File: src/rtl/lsu_bus_bridge_pkg.sv
// Shared funct3 codes, FSM state encoding and the access-fault rule for the LSU bus bridge.
package lsu_bus_bridge_pkg;

    localparam logic [2:0] F3_B  = 3'b000;
    localparam logic [2:0] F3_H  = 3'b001;
    localparam logic [2:0] F3_W  = 3'b010;
    localparam logic [2:0] F3_BU = 3'b100;
    localparam logic [2:0] F3_HU = 3'b101;

    typedef enum logic [1:0] {
        ST_IDLE = 2'd0,
        ST_BUS  = 2'd1,
        ST_DONE = 2'd2
    } lsu_state_t;

    // Reserved funct3 codes and accesses not naturally aligned to their size never reach the bus.
    function automatic logic is_fault(input logic [2:0] f3, input logic [1:0] off);
        logic flt;
        case (f3)
            F3_B, F3_BU: flt = 1'b0;
            F3_H, F3_HU: flt = off[0];
            F3_W:        flt = (off != 2'b00);
            default:     flt = 1'b1;
        endcase
        return flt;
    endfunction

endpackage

File: src/rtl/lsu_lane_align.sv
// Combinational lane logic: store byte enables / lane replication and load byte/half selection with extension.
// Zero latency; no flow control of its own.
module lsu_lane_align
    import lsu_bus_bridge_pkg::*;
(
    input  logic [2:0]  st_f3,
    input  logic [1:0]  st_off,
    input  logic [31:0] st_data,
    output logic [3:0]  st_be,
    output logic [31:0] st_wdata,
    input  logic [2:0]  ld_f3,
    input  logic [1:0]  ld_off,
    input  logic [31:0] ld_word,
    output logic [31:0] ld_data
);

    logic [7:0]  ld_byte;
    logic [15:0] ld_half;

    always_comb begin
        st_be    = 4'b1111;
        st_wdata = st_data;
        case (st_f3)
            F3_B, F3_BU: begin
                st_be    = 4'b0001 << st_off;
                st_wdata = {4{st_data[7:0]}};
            end
            F3_H, F3_HU: begin
                st_be    = st_off[1] ? 4'b1100 : 4'b0011;
                st_wdata = {2{st_data[15:0]}};
            end
            default: begin
                st_be    = 4'b1111;
                st_wdata = st_data;
            end
        endcase
    end

    // Halfword lane follows addr[1] only; addr[0] is already excluded by the fault check.
    always_comb begin
        ld_byte = ld_word[{ld_off, 3'b000} +: 8];
        ld_half = ld_off[1] ? ld_word[31:16] : ld_word[15:0];
        case (ld_f3)
            F3_B:    ld_data = {{24{ld_byte[7]}}, ld_byte};
            F3_BU:   ld_data = {24'd0, ld_byte};
            F3_H:    ld_data = {{16{ld_half[15]}}, ld_half};
            F3_HU:   ld_data = {16'd0, ld_half};
            default: ld_data = ld_word;
        endcase
    end

endmodule

File: src/rtl/lsu_bus_bridge.sv
// Load/store bridge: one word-aligned valid/ready bus transaction per core access, formatted ReadData back.
// Latency: IDLE + BUS (+1 per ready wait) stall cycles, then one DONE release cycle.
// Backpressure: holds bus_* stable until bus_ready or TIMEOUT; core is stalled throughout.
module lsu_bus_bridge
    import lsu_bus_bridge_pkg::*;
#(
    parameter int TIMEOUT = 16,
    parameter int TO_W    = 8
) (
    input  logic        clk,
    input  logic        reset,
    input  logic        mem_req,
    input  logic        mem_we,
    input  logic [2:0]  funct3,
    input  logic [31:0] addr,
    input  logic [31:0] wdata,
    output logic [31:0] rdata,
    output logic        stall,
    output logic        misalign,
    output logic        bus_err,
    output logic        bus_valid,
    output logic        bus_we,
    output logic [31:0] bus_addr,
    output logic [3:0]  bus_be,
    output logic [31:0] bus_wdata,
    input  logic        bus_ready,
    input  logic [31:0] bus_rdata
);

    localparam logic [TO_W-1:0] TO_LAST = TO_W'(TIMEOUT - 1);

    lsu_state_t      state;
    logic [TO_W-1:0] to_cnt;
    logic [2:0]      req_f3;
    logic [1:0]      req_off;
    logic            fault;
    logic            timeout_hit;
    logic [3:0]      st_be;
    logic [31:0]     st_wdata;
    logic [31:0]     ld_data;

    assign fault       = is_fault(funct3, addr[1:0]);
    assign timeout_hit = (TIMEOUT != 0) && (to_cnt == TO_LAST);

    // Load formatting uses the captured offset/funct3 so it does not depend on core inputs during BUS.
    lsu_lane_align u_align (
        .st_f3    (funct3),
        .st_off   (addr[1:0]),
        .st_data  (wdata),
        .st_be    (st_be),
        .st_wdata (st_wdata),
        .ld_f3    (req_f3),
        .ld_off   (req_off),
        .ld_word  (bus_rdata),
        .ld_data  (ld_data)
    );

    always_comb begin
        stall    = 1'b0;
        misalign = 1'b0;
        case (state)
            ST_IDLE: begin
                stall    = mem_req && !fault;
                misalign = mem_req && fault;
            end
            ST_BUS:  stall = 1'b1;
            default: stall = 1'b0;
        endcase
    end

    always_ff @(posedge clk) begin
        if (reset) begin
            state     <= ST_IDLE;
            to_cnt    <= '0;
            req_f3    <= 3'd0;
            req_off   <= 2'd0;
            rdata     <= 32'd0;
            bus_err   <= 1'b0;
            bus_valid <= 1'b0;
            bus_we    <= 1'b0;
            bus_addr  <= 32'd0;
            bus_be    <= 4'd0;
            bus_wdata <= 32'd0;
        end else begin
            bus_err <= 1'b0;
            case (state)
                ST_IDLE: begin
                    if (mem_req && fault) begin
                        rdata <= 32'd0;
                    end else if (mem_req) begin
                        bus_valid <= 1'b1;
                        bus_we    <= mem_we;
                        bus_addr  <= {addr[31:2], 2'b00};
                        bus_be    <= mem_we ? st_be : 4'b1111;
                        bus_wdata <= mem_we ? st_wdata : 32'd0;
                        req_f3    <= funct3;
                        req_off   <= addr[1:0];
                        to_cnt    <= '0;
                        state     <= ST_BUS;
                    end
                end
                ST_BUS: begin
                    if (bus_ready) begin
                        if (!bus_we) begin
                            rdata <= ld_data;
                        end
                        bus_valid <= 1'b0;
                        state     <= ST_DONE;
                    end else if (timeout_hit) begin
                        rdata     <= 32'd0;
                        bus_err   <= 1'b1;
                        bus_valid <= 1'b0;
                        state     <= ST_DONE;
                    end else begin
                        to_cnt <= to_cnt + 1'b1;
                    end
                end
                default: state <= ST_IDLE;
            endcase
        end
    end

endmodule

File: config.mk
export PLATFORM = sky130hd
export DESIGN_NAME = lsu_bus_bridge
export DESIGN_NICKNAME = d
export VERILOG_FILES = /design/src/rtl/lsu_bus_bridge_pkg.sv /design/src/rtl/lsu_lane_align.sv /design/src/rtl/lsu_bus_bridge.sv
export SDC_FILE = /design/constraint.sdc
export NUM_CORES = 1
export LEC_CHECK = 0
export ABC_AREA = 1
export CAP_MARGIN = 25
export CORE_ASPECT_RATIO = 1.1
export CORE_MARGIN = 4
export CORE_UTILIZATION = 48
export CTS_CLUSTER_SIZE = 20
export DETAILED_ROUTE_END_ITERATION = 10
export PLACE_DENSITY = 0.86
export SLEW_MARGIN = 20
export SYNTH_ARGS = -nofsm -noshare
export SYNTH_HDL_FRONTEND = slang
export SYNTH_SLANG_ARGS = --single-unit
File: constraint.sdc
create_clock -name clk -period 3.11 [get_ports clk]
set_input_delay 0.622 -clock clk [delete_from_list [all_inputs] [get_ports clk]]
set_output_delay 0.622 -clock clk [all_outputs]
set_load 0.03 [all_outputs]
==> results of run 1 <==
## area by class of cell
type / instances / area share, %
Inverter: 104 / 4.77
Clock buffer: 18 / 5.18
Multi-Input combinational cell: 599 / 32.3
Clock inverter: 14 / 1.96
Sequential cell: 116 / 28.0
Tap cell: 150 / 2.26
Timing Repair Buffer: 214 / 25.5
## worst min-delay path, cell delays in order (launching register included)
cell and delay, ns:
dfxtp_1 0.31, nand2_1 0.06, nand2_1 0.04
## how the worst max path moves through the flow
stage,start,end,depth (start not counted)
after floorplan,funct3[1],stall,7
after global placement,funct3[1],stall,7
after detailed placement,funct3[1],bus_addr[7]$_SDFFE_PP0P_,8
after CTS,funct3[1],stall,7
after global routing,funct3[1],stall,7
final,funct3[1],stall,7
## kinds of logic after synthesis
logic type,count (synthesis),share of synthesized area (%)
AND/OR/NAND/NOR,435,31.5
adder cells (fa/ha/maj),1,0.220
buffers and inverters,145,12.1
other,1,0.0660
XOR/XNOR,1,0.154
AO/OA/AOI/OAI,160,15.1
flip-flops,116,40.9
## metrics by stage
stage / hold slack, ns / cell area (um^2) / total power, mW
finish: 0.451 / 8290 / 4.51
global route: 0.472 / 8290 / 4.70
CTS: 0.454 / 8290 / 4.53
detailed placement: 0.443 / 7700 / 2.59
global placement: 0.439 / 7700 / 2.57
floorplan: 0.445 / 5680 / 2.22
## layer usage
layer | vias up | global-route usage [%] | part of all wire [%]
li1 | 3067 | - | -
met1 | 2701 | 27.8 | 40
met2 | 245 | 42.7 | 48
met3 | 50 | 10.2 | 8.9
met4 | 2 | 10.1 | 3.2
met5 | - | 0 | 0.075
## cell usage in the layout (no fill, tap or decap), drive strengths merged
master         count
buf               10
or2                6
nand3             24
o22ai              7
a211oi             1
nor3               8
bufinv             3
ha                 1
a21oi             89
o211ai             3
nand4              5
clkbuf            18
inv              102
dfxtp            116
xor2               1
nor2             114
clkinv             9
nand2            278
o21ai             59
a31oi              1
clkinvlp           4
clkdlybuf4s50    204
conb               2
## sequential cells by signal, indices dropped and copies added (netlist names)
register	count
bus_addr	30
bus_be	4
req_off	2
state	2
rdata	32
req_f3	3
bus_err	1
bus_wdata	32
bus_we	1
to_cnt	8
bus_valid	1
## power by group through the flow
| stage | clock network (mW) | registers (mW) | logic (mW) |
|---|---|---|---|
| 2_1_floorplan | 0 | 1.80 | 0.419 |
| 3_3_place_gp | 0 | 1.65 | 0.921 |
| 3_5_place_dp | 0 | 1.65 | 0.931 |
| 4_1_cts | 1.97 | 1.62 | 0.938 |
| 5_1_grt | 2.04 | 1.64 | 1.02 |
| 6_report | 1.95 | 1.63 | 0.934 |
==> flow_summary.yaml, run 1 <==
run_status:
  status: "complete, no violations"
worst_setup_path:
  critPathKind: "primary input to output pin"
  crit_path_end_kind: "output pin"
  path_buf_inv: 3
  slowest_stage: "clkdlybuf4s50_1"
  slowest_delay_ns: 0.52
  rr_worst_depth: 10
  r2r_start: "req_off[1]$_SDFFE_PP0P_"
  reg2reg_slack_ns: 0.94
  worst_r2r_endpoint: "rdata[18]$_SDFFE_PP0P_"
  critPathArrivalTime_ns: 2.02
  path_cells: "clkdlybuf4s50_1 -> inv_6 -> nand2_2 -> nand2_2 -> nand4_4 -> nand2_1 -> buf_4"
  cp_top_family: "buffers and inverters"
  crit_required_ns: 2.49
  path_common_cell: "nand2_2"
  cp_max_fo: 16
  start_kind: "primary input"
logic_synthesis:
  synth.most_common_cell: "nand2_1"
  synthesis.instances: 859
  synth_cell_types: 32
  synthTopCellsByCount: "nand2_1, dfxtp_1, nor2_1"
  synth-warning-count: 0
  synth_edf_count: 0
  yosysSeqAreaShare_pct: 40.9
  yosys.area.top_type: "dfxtp_1"
  synth-seq-cells: 116
  syn_area_um2: 5680
  synth.avg_cell_area_um2: 6.61
  synthFlopType: "dfxtp_1"
  synth_area_leaders: "dfxtp_1, nand2_1, a21oi_1"
  synth_top_area_share_pct: 40.9
  synthArstFlopShare_pct: 0
power:
  peakVddDrop_v: 0.000459
  power.share.clock_pct: 43.2
  power_density_nw_per_um2: 544
  p_leak_nw: 3.62
  p_switching_mw: 1.30
  p_sw_share_pct: 28.8
  p_comb_share_pct: 20.7
  p_int_mw: 3.21
  pwr-share-seq_pct: 36.1
floorplanning:
  num_io_pins: 209
  rows: 41
  die_w_um: 112
  dieArea_um2: 13600
  die_h_um: 122
  floorplan.initialDensity_pct: 49.2
  coreArea_um2: 11500
placement:
  gp_congestion: 0.928
  dp.cells: 1183
  hpwl_mm: 12.5
  dp_slack_ns: 0.444
  io_buffers: 206
clocking:
  clockRootBuffer: "clkbuf_16"
  cts_buffers: 17
  clk_pin_slew_worst_paths_ns: 0.05
  cts_setup_buffers: 0
  cts_resized: 0
  clock_latency_ns: 0.41
  ctsHoldBuffers: 0
  cts_buffer_depth: 2
  clock-sinks: 116
  tritoncts: "yes"
  cts_max_level: 4
global_routing:
  grt_pass1_wl_mm: 27.4
  grt.overflow.total: 0
  grt_usage_pct: 25.0
  grt_pass1_vias: 5633
  grt_max_degree: 51
  antenna_found_initial: 1
layout:
  multi_input_area_um2: 2680
  fin_util_pct: 71.8
  layout-drive-gt1-share_pct: 7.98
  syn2layout_area_growth_pct: 46.0
  final_nets: 1157
  num-fill-cells: 947
  regArea_um2: 2320
  n_antenna_cell: 0
  final_cell_count_no_fill: 1215
min_path:
  min_delay_worst_endpoint: "bus_wdata[26]$_SDFFE_PP0P_"
  worstHoldStart: "bus_wdata[26]$_SDFFE_PP0P_"
  hold_depth: 2
  hold_path.class: "flop to flop"
detailed_routing:
  routed_wl_mm: 17.3
  drc_errors: 0
  via_count: 6065
  detail_route.vias_per_cell: 4.99
  postRouteAntennaNets: 0
  drt-initial-drc-count: 401
  wl_per_cell_um: 14.2
  first_pass_iters: 5
sta:
  setup_ws_ns: 0.467
  tightest_slew_ns: 0.670
  finClkSkew_ns: 0.0129
  rsz0062_at_grt: "no"
  finalCritPeriodShare_pct: 85.0
  period_minus_slack_ns: 2.64
  final-hold-violation-count: 0
  setup_tns_ns: 0
  slew_violations: 0
  timing.slew.headroom_pct: 55.3
  max_freq_mhz: 378
  finalSetupViolations: 0
run:
  maxCapViolations: 0
Note: power is estimated with default switching activity, not from simulation.
==> run 2: changes to the inputs <==
CORE_UTILIZATION = 41   (was 48)
PLACE_DENSITY = 0.78   (was 0.86)
clock period = 2.29 ns   (was 3.11 ns; I/O delays follow)
==> run 2 against run 1 <==
Effect of this change: total power up 41%; flip-flop and latch count stayed put; clock power is 45% higher; largest cell class unchanged.
==> flow_summary.yaml, run 2 (synthesis gave the netlist of run 1 again) <==
run_status:
  status: "complete, no violations"
clocking:
  ctsHoldBuffers: 0
  cts_setup_buffers: 0
  cts_buffer_depth: 2
  cts_max_level: 4
  clock-sinks: 116
  cts_buffers: 17
  clk_pin_slew_worst_paths_ns: 0.05
  tritoncts: "yes"
  clock_latency_ns: 0.41
  clockRootBuffer: "clkbuf_16"
worst_setup_path:
  critPathKind: "primary input to output pin"
  slowest_stage: "clkdlybuf4s50_1"
  path_cells: "clkdlybuf4s50_1 -> inv_2 -> nand2_1 -> nand2_1 -> nand2_1 -> nand2_1 -> nor2_2 -> buf_12"
  path_buf_inv: 3
  start_kind: "primary input"
  slowest_delay_ns: 0.51
  crit_required_ns: 1.83
  critPathArrivalTime_ns: 1.75
  cp_top_family: "buffers and inverters"
  cp_max_fo: 6
  path_common_cell: "nand2_1"
  crit_path_end_kind: "output pin"
floorplanning:
  die_w_um: 120
  floorplan.initialDensity_pct: 42.5
  rows: 44
  num_io_pins: 209
  die_h_um: 131
  coreArea_um2: 13400
  dieArea_um2: 15800
sta:
  rsz0062_at_grt: "no"
  finClkSkew_ns: 0.00428
  timing.slew.headroom_pct: 62.0
  finalCritPeriodShare_pct: 96.2
  slew_violations: 0
  setup_tns_ns: 0
  final-hold-violation-count: 0
  tightest_slew_ns: 0.569
  period_minus_slack_ns: 2.20
  max_freq_mhz: 454
  finalSetupViolations: 0
run:
  maxCapViolations: 0
power:
  total_power_mw: 6.36
  p_leak_nw: 3.75
  peakVddDrop_v: 0.000712
  power_density_nw_per_um2: 741
detailed_routing:
  drt-initial-drc-count: 449
  wl_per_cell_um: 13.8
  detail_route.vias_per_cell: 4.81
  first_pass_iters: 5
  drc_errors: 0
  routed_wl_mm: 17.5
  postRouteAntennaNets: 0
  via_count: 6088
placement:
  hpwl_mm: 12.9
  gp_congestion: 0.943
  io_buffers: 206
global_routing:
  grt_usage_pct: 21.9
  grt_pass1_vias: 5834
  grt_pass1_wl_mm: 28.2
  antenna_found_initial: 1
  grt.overflow.total: 0
  grt_max_degree: 51
layout:
  top_regs: "bus_wdata (32), rdata (32), bus_addr (30)"
  layout_commonest_cell: "nand2_1"
  layout-drive-gt1-share_pct: 9.70
  final_nets: 1175
  layout_common_cells: "nand2_1, clkdlybuf4s50_1, dfxtp_1"
  syn2layout_area_growth_pct: 51.2
  n_antenna_cell: 0
min_path:
  hold_path.class: "flop to flop"
## run 2: cell count changes in the layout (fill, tap and decap cells not counted), moves of 3 or more
cell / change
clkinv_2: -3
buf_12: +6
inv_6: +3
buf_4: +12
## run 2: final timing paths
check	end	startpoint	cells past startpoint	slack, ns
hold reg to reg	bus_wdata[26]$_SDFFE_PP0P_	bus_wdata[26]$_SDFFE_PP0P_	2	0.45
setup reg to reg	rdata[12]$_SDFFE_PP0P_	to_cnt[0]$_SDFFE_PP0P_	9	0.46
setup / recovery	misalign	funct3[0]	8	0.09
hold / removal	bus_wdata[26]$_SDFFE_PP0P_	bus_wdata[26]$_SDFFE_PP0P_	2	0.45
## run 2: report_power, final
part           internal, mW  switching [mW]
Sequential             2.14          0.0686
Combinational         0.568           0.763
Clock                  1.83           0.992
Total                  4.53            1.82
## run 2: stage by stage
step / util, % / setup slack [ns] / cell area (um^2) / cells / hold slack (ns)
final: 64.2 / 0.0869 / 8580 / 1267 / 0.449
after global routing: 64.2 / 0.00287 / 8580 / 1267 / 0.477
after CTS: 64.2 / 0.0143 / 8580 / 1267 / 0.452
after detailed placement: 59.4 / 0.0154 / 7950 / 1235 / 0.442
after global placement: 59.4 / 0.0264 / 7950 / 1235 / 0.439
after floorplan: - / 0.384 / 5680 / 860 / 0.445
## run 2: layout make-up
type / count / area [um^2]
fill: 1211 / 4790
clock buffer: 17 / 425
timing repair buffer: 232 / 2330
multi-input combinational: 599 / 2680
clock inverter: 15 / 205
tap: 184 / 230
inverter: 104 / 395
sequential: 116 / 2320
## run 2: what timing repair did
item,in CTS,in global routing
endpoints found under the hold margin,0,0
resized for setup,0,1
endpoints found under the setup margin,0,1
## run 2: worst min-delay path, cell delays in order, from the launching register on
cell and delay (ns):
dfxtp_1 0.30, nand2_1 0.06, nand2_1 0.04
## run 2: layer usage
layer / part of all wire, % / wire length (um) / global-route usage [%]
met5: 0.069 / 12 / 0
met4: 2.4 / 422 / 8.69
met3: 9.7 / 1700 / 7.74
met2: 48 / 8330 / 36.8
met1: 40 / 7010 / 25.4
==> RTL edit 1, RTL diff (flow settings as in run 1) <==
Make the reset (`reset`) asynchronous in one clocked block.
--- a/src/rtl/lsu_bus_bridge.sv
+++ b/src/rtl/lsu_bus_bridge.sv
@@ -68,7 +68,7 @@
         endcase
     end
 
-    always_ff @(posedge clk) begin
+    always_ff @(posedge clk or posedge reset) begin
         if (reset) begin
             state     <= ST_IDLE;
             to_cnt    <= '0;
Function: differs if reset is asserted again (counterexample within 4 cycles, from zero or initial values and one cycle with reset high); with reset held inactive, the same outputs for 4 cycles.
==> RTL edit 1 against run 1 <==
- die area is 1.2% higher
- design area is 2.4% higher
- area after synthesis is 1.3% higher
- cell count is 9.5% lower
- sequential cell count stayed put
- routed wire length is 4.1% higher
- critical path depth is 2 higher
- setup slack better by 0.014 ns
Power is not compared: it rests on default switching activity, and its combinational part moved more than twofold at a synthesized area within 25%.
==> RTL edit 1: results (changes against run 1) <==
Status = finished clean
Antenna cells = 0 (unchanged)
Post-route DRC = 0 (unchanged)
Via count = 5,737 (-5.4%)
Worst R2R Path Depth = 10 (unchanged)
Crit-path max FO = 7 (-9)
Tot GR Track Use = 26.0% (+1.1 points)
HPWL Detailed = 12,600 um (+0.86%)
Port buffer count = 206 (unchanged)
Total CTS buffers = 17 (unchanged)
Biggest regs = bus_wdata x32, rdata x32, bus_addr x30
First-pass GRT wire length = 28,400 um (+3.8%)
Top sig layer = met4
Reg-to-Reg End = rdata[12]$_DFFE_PP0P_
Ys flop type = dfrtp_1
Root Buffer = clkbuf_16
Worst Hold Class = reg2reg
Dominant cells by area after synthesis = dfrtp_1 (50%), nand2_1 (19%), o21ai_0 (6.1%), nand3_1 (3.9%), inv_1 (2.7%)
R2r setup slk = 0.77 ns (-0.17 ns)
Hold Crit Start = rdata[6]$_DFFE_PP0P_
Worst R2R Start = to_cnt[1]$_DFFE_PP0P_
Routed wl met2 = 8580 um (+3.8%)
Switching Fraction = 37.1%
Post-route insts no fill = 1,100 (-9.5%)
Final hold slack = 0.478 ns (+0.0263 ns)
Hold Crit Depth = 2 (unchanged)
RD Place Congestion = 0.870 (-6.3%)
# H-tree levels = 4 (unchanged)
Met1 Track Usage GR = 31.2% (+3.5 points)
CP Capture Point = stall
Hold Path Sink = rdata[6]$_DFFE_PP0P_
FILL cells = 887 (-6.3%)
Seq/Total Area, Yosys = 50.5% (+9.6 points)
Leakage = 4.12 nW
CP startpoint = funct3[0]
WL met1 = 7060 um (+1.9%)
Max IR drop VDD = 0.536 mV
Met2 global-route usage = 43.0% (+0.34 points)
Met3 usage = 9.96% (-0.22 points)
Nets = 1,042 (-9.9%)
Initial antenna violation count = 0 (-1)
Netlist cell types = 34 (+6.3%)
Synthesized area per cell = 7.78 um^2 (+18%)
WL met3 = 1970 um (+27%)
Ys Warns = 0 (unchanged)
Synth top cells by count = nand2_1 (289), dfrtp_1 (116), o21ai_0 (70)
Async SR Flop Fraction = 100% (+100 points)
Share of post-route cells with drive strength above 1 = 8.21% (+0.23 points)
Pin count of the biggest net entering global routing = 53 (+3.9%)
Initial drt markers = 477 (+19%)
Fin Clk Skew = 0.0112 ns (-0.00163 ns)
Routed wire length = 18,000 um (+4.1%)
Relative slew slack = 50.1% (-5.2 points)
[RTL edit 1: logic make-up after synthesis]
group | after synthesis | synth area share (%)
simple gates | 398 | 29.0
compound gates | 126 | 11.9
flops | 116 | 50.5
buf+inv | 92 | 7.57
xor+xnor | 5 | 0.761
fa+ha+maj | 1 | 0.218
other cells | 1 | 0.0652
[RTL edit 1: area by class of cell]
cell class                 instances  area, um^2  area share [%]
timing repair buffer             216        2170            25.6
tap                              150         188            2.21
clock inverter                    13         149            1.75
clock buffer                      19         443            5.22
sequential                       116        2900            34.2
inverter                          54         219            2.58
multi-input combinational        532        2420            28.5
[RTL edit 1: critical path: stages]
cell             delay (ns)
clkdlybuf4s50_1        0.45
inv_1                  0.12
nand2_1                0.10
nand2_1                0.08
nand2_1                0.11
inv_2                  0.07
nand3_2                0.17
nand2_1                0.12
buf_4                  0.16
[RTL edit 1: power groups by stage]
stage	clock, mW	sequential (mW)	combinational (mW)
finish	1.93	2.04	2.18
global route	2.03	2.08	2.34
CTS	1.96	2.04	2.19
detailed placement	0	2.05	2.17
global placement	0	2.04	2.14
floorplan	0	2.53	0.777
[RTL edit 1: stage by stage]
| stage | utilization (%) | cell area [um^2] | worst slack, ns |
|---|---|---|---|
| 2_1_floorplan | - | 5760 | 0.887 |
| 3_3_place_gp | 68.1 | 7900 | 0.310 |
| 3_5_place_dp | 68.1 | 7900 | 0.221 |
| 4_1_cts | 73.2 | 8490 | 0.470 |
| 5_1_grt | 73.2 | 8490 | 0.360 |
| 6_report | 73.2 | 8490 | 0.481 |
==> RTL edit 2, RTL diff (config.mk and constraints of run 1) <==
Made on the original files. Change the parameter `TO_W` from 8 to 12.
--- a/src/rtl/lsu_bus_bridge.sv
+++ b/src/rtl/lsu_bus_bridge.sv
@@ -5,7 +5,7 @@
     import lsu_bus_bridge_pkg::*;
 #(
     parameter int TIMEOUT = 16,
-    parameter int TO_W    = 8
+    parameter int TO_W    = 12
 ) (
     input  logic        clk,
     input  logic        reset,
Check against the original RTL: no difference found for any inputs over 4 cycles, from zero or initial values and one cycle with reset high; that may be too few to reach the edited logic, so the function may still have changed.
==> RTL edit 2 against run 1 <==
- via count rose by 1.1%
- routed wire length rose by 5.9%
- clock skew fell by 0.0066 ns
- design area rose by 2.9%
- hold slack improved by 0.0046 ns
- setup slack got worse by 0.0021 ns
- count of clock-buffer cells in the layout rose by 2
- sequential cell count rose by 4
- first-iteration DRC count rose by 3.7%
- total power rose by 2.5%
- fmax barely moved
- area after synthesis rose by 3.3%
==> RTL edit 2: results (changes against run 1) <==
Post-Place Cells = 1,159 (-2.0%)
Ys flop type = dfxtp_1
Initial drt markers = 416 (+3.7%)
1st-pass router iterations = 5 (unchanged)
Top sig layer = met4
Total CTS buffers = 17 (unchanged)
Tot GR Track Use = 25.8% (+0.85 points)
HPWL Detailed = 13,300 um (+6.5%)
DR WL/cell = 15.4 um (+8.0%)
Status = finished clean
First-pass GRT wire length = 28,800 um (+5.2%)
Seq/Total Area, Yosys = 40.9% (+0.057 points)
Via count = 6,132 (+1.1%)
Netlist cell types = 44 (+38%)
Max IR drop VDD = 0.382 mV (-17%)
Antenna cells = 0 (unchanged)
# resized after CTS = 0 (unchanged)
Async SR Flop Fraction = 0% (unchanged)
Hold Crit Depth = 2 (unchanged)
Share of post-route cells with drive strength above 1 = 9.26% (+1.3 points)
Synth top cells by count = nand2_1 (232), dfxtp_1 (120), nor2_1 (106)
Fin Clk Skew = 0.00621 ns (-0.00665 ns)
WL met3 = 1680 um (+8.9%)
Leakage = 3.51 nW (-3.0%)
Vias in the first global route = 5,903 (+4.8%)
Clk buf depth = 2 (unchanged)
Max Cap Viol = 0 (unchanged)
RD Place Congestion = 0.895 (-3.6%)
Biggest regs = bus_wdata x32, rdata x32, bus_addr x30
Nets = 1,129 (-2.4%)
Pin count of the biggest net entering global routing = 38 (-25%)
Via density = 5.15 (+3.1%)
# H-tree levels = 4 (unchanged)
Mapped Cells = 832 (-3.1%)
Reg clk slew, reported paths = 0.05 ns (about the same)
Dominant cells by area after synthesis = dfxtp_1 (41%), nand2_1 (15%), a21oi_1 (7.6%), nor2_1 (6.8%), o21bai_2 (3.8%)
Relative slew slack = 60.9% (+5.6 points)
Root Buffer = clkbuf_16
FILL cells = 995 (+5.1%)
Worst R2R Path Depth = 10 (unchanged)
Port buffer count = 206 (unchanged)
Worst Hold Class = reg2reg
Crit-path max FO = 11 (-5)
Post-route DRC = 0 (unchanged)
Worst-Skew Late Latency = 0.41 ns (about the same)
Initial antenna violation count = 0 (-1)
WL met1 = 7430 um (+7.3%)
Postcts setup bufs = 0 (unchanged)
Arr. time, crit path = 2.02 ns (about the same)
Routed wl met2 = 8920 um (+8.0%)
## RTL edit 2: changes by cell type after synthesis, moves of 7 or more
| cell | before | now |
|---|---|---|
| buf_2 | 9 | 19 |
| o211ai_1 | 3 | 11 |
| nand2_4 | 1 | 8 |
| nand2_1 | 269 | 232 |
| o21ai_1 | 0 | 16 |
| o21ai_2 | 10 | 0 |
| inv_1 | 94 | 59 |
| buf_4 | 9 | 2 |
| nand3_1 | 21 | 14 |
| o21bai_2 | 0 | 20 |
## RTL edit 2: kinds of logic after synthesis
group                      Yosys count  share of synthesized area (%)
DFF                                120                           40.9
and+or+nand+nor                    396                           29.2
AOI/OAI and AO/OA                  200                           20.4
buffers and inverters              113                           9.09
adders and majority gates            1                          0.213
muxes                                1                          0.171
other                                1                         0.0639
## RTL edit 2: per-stage QoR
step | util, % | cell area, um^2 | setup slack [ns] | hold WS, ns
floorplan | - | 5870 | 0.879 | 0.458
CTS | 71.2 | 8530 | 0.466 | 0.458
global route | 71.2 | 8530 | 0.401 | 0.480
detailed placement | 66.2 | 7930 | 0.424 | 0.449
global placement | 66.2 | 7930 | 0.494 | 0.439
finish | 71.2 | 8530 | 0.465 | 0.456
## RTL edit 2: path summary, 6_finish.rpt
| check | slack [ns] | start | end |
|---|---|---|---|
| setup / recovery | 0.46 | funct3[1] | misalign |
| setup reg to reg | 0.93 | to_cnt[0]$_SDFFE_PP0P_ | rdata[18]$_SDFFE_PP0P_ |
| hold / removal | 0.46 | bus_wdata[18]$_SDFFE_PP0P_ | bus_wdata[18]$_SDFFE_PP0P_ |
| hold reg to reg | 0.46 | bus_wdata[18]$_SDFFE_PP0P_ | bus_wdata[18]$_SDFFE_PP0P_ |
## RTL edit 2: cell type report
type | instances | area, um^2 | share of cell area, %
clock buffers | 20 | 447 | 5.24
clock inverters | 12 | 151 | 1.77
inverters | 69 | 262 | 3.07
multi-input cells | 600 | 2940 | 34.4
flip-flops and latches | 120 | 2400 | 28.2
well taps | 154 | 193 | 2.26
repair buffers | 216 | 2140 | 25.1
## RTL edit 2: power breakdown
group          switching [mW]  total, mW  internal [mW]  leakage [nW]
Clock                   0.705       1.98           1.28         0.278
Sequential             0.0515       1.68           1.62         0.978
Combinational           0.557      0.964          0.407          2.26
Total                    1.31       4.62           3.31          3.51
## RTL edit 2: critical path, cell delays in order
cell and delay (ns):
clkdlybuf4s50_1 0.59, inv_4 0.11, nand2_4 0.14, nand2_4 0.08, nand2_2 0.08, nand2_2 0.07
nor2_1 0.15, buf_4 0.19
## RTL edit 2: layer usage
metal	global-route usage, %	vias up
li1	-	3074
met1	30.0	2773
met2	44.6	260
met3	9.57	25
met4	7.89	0
met5	0	-
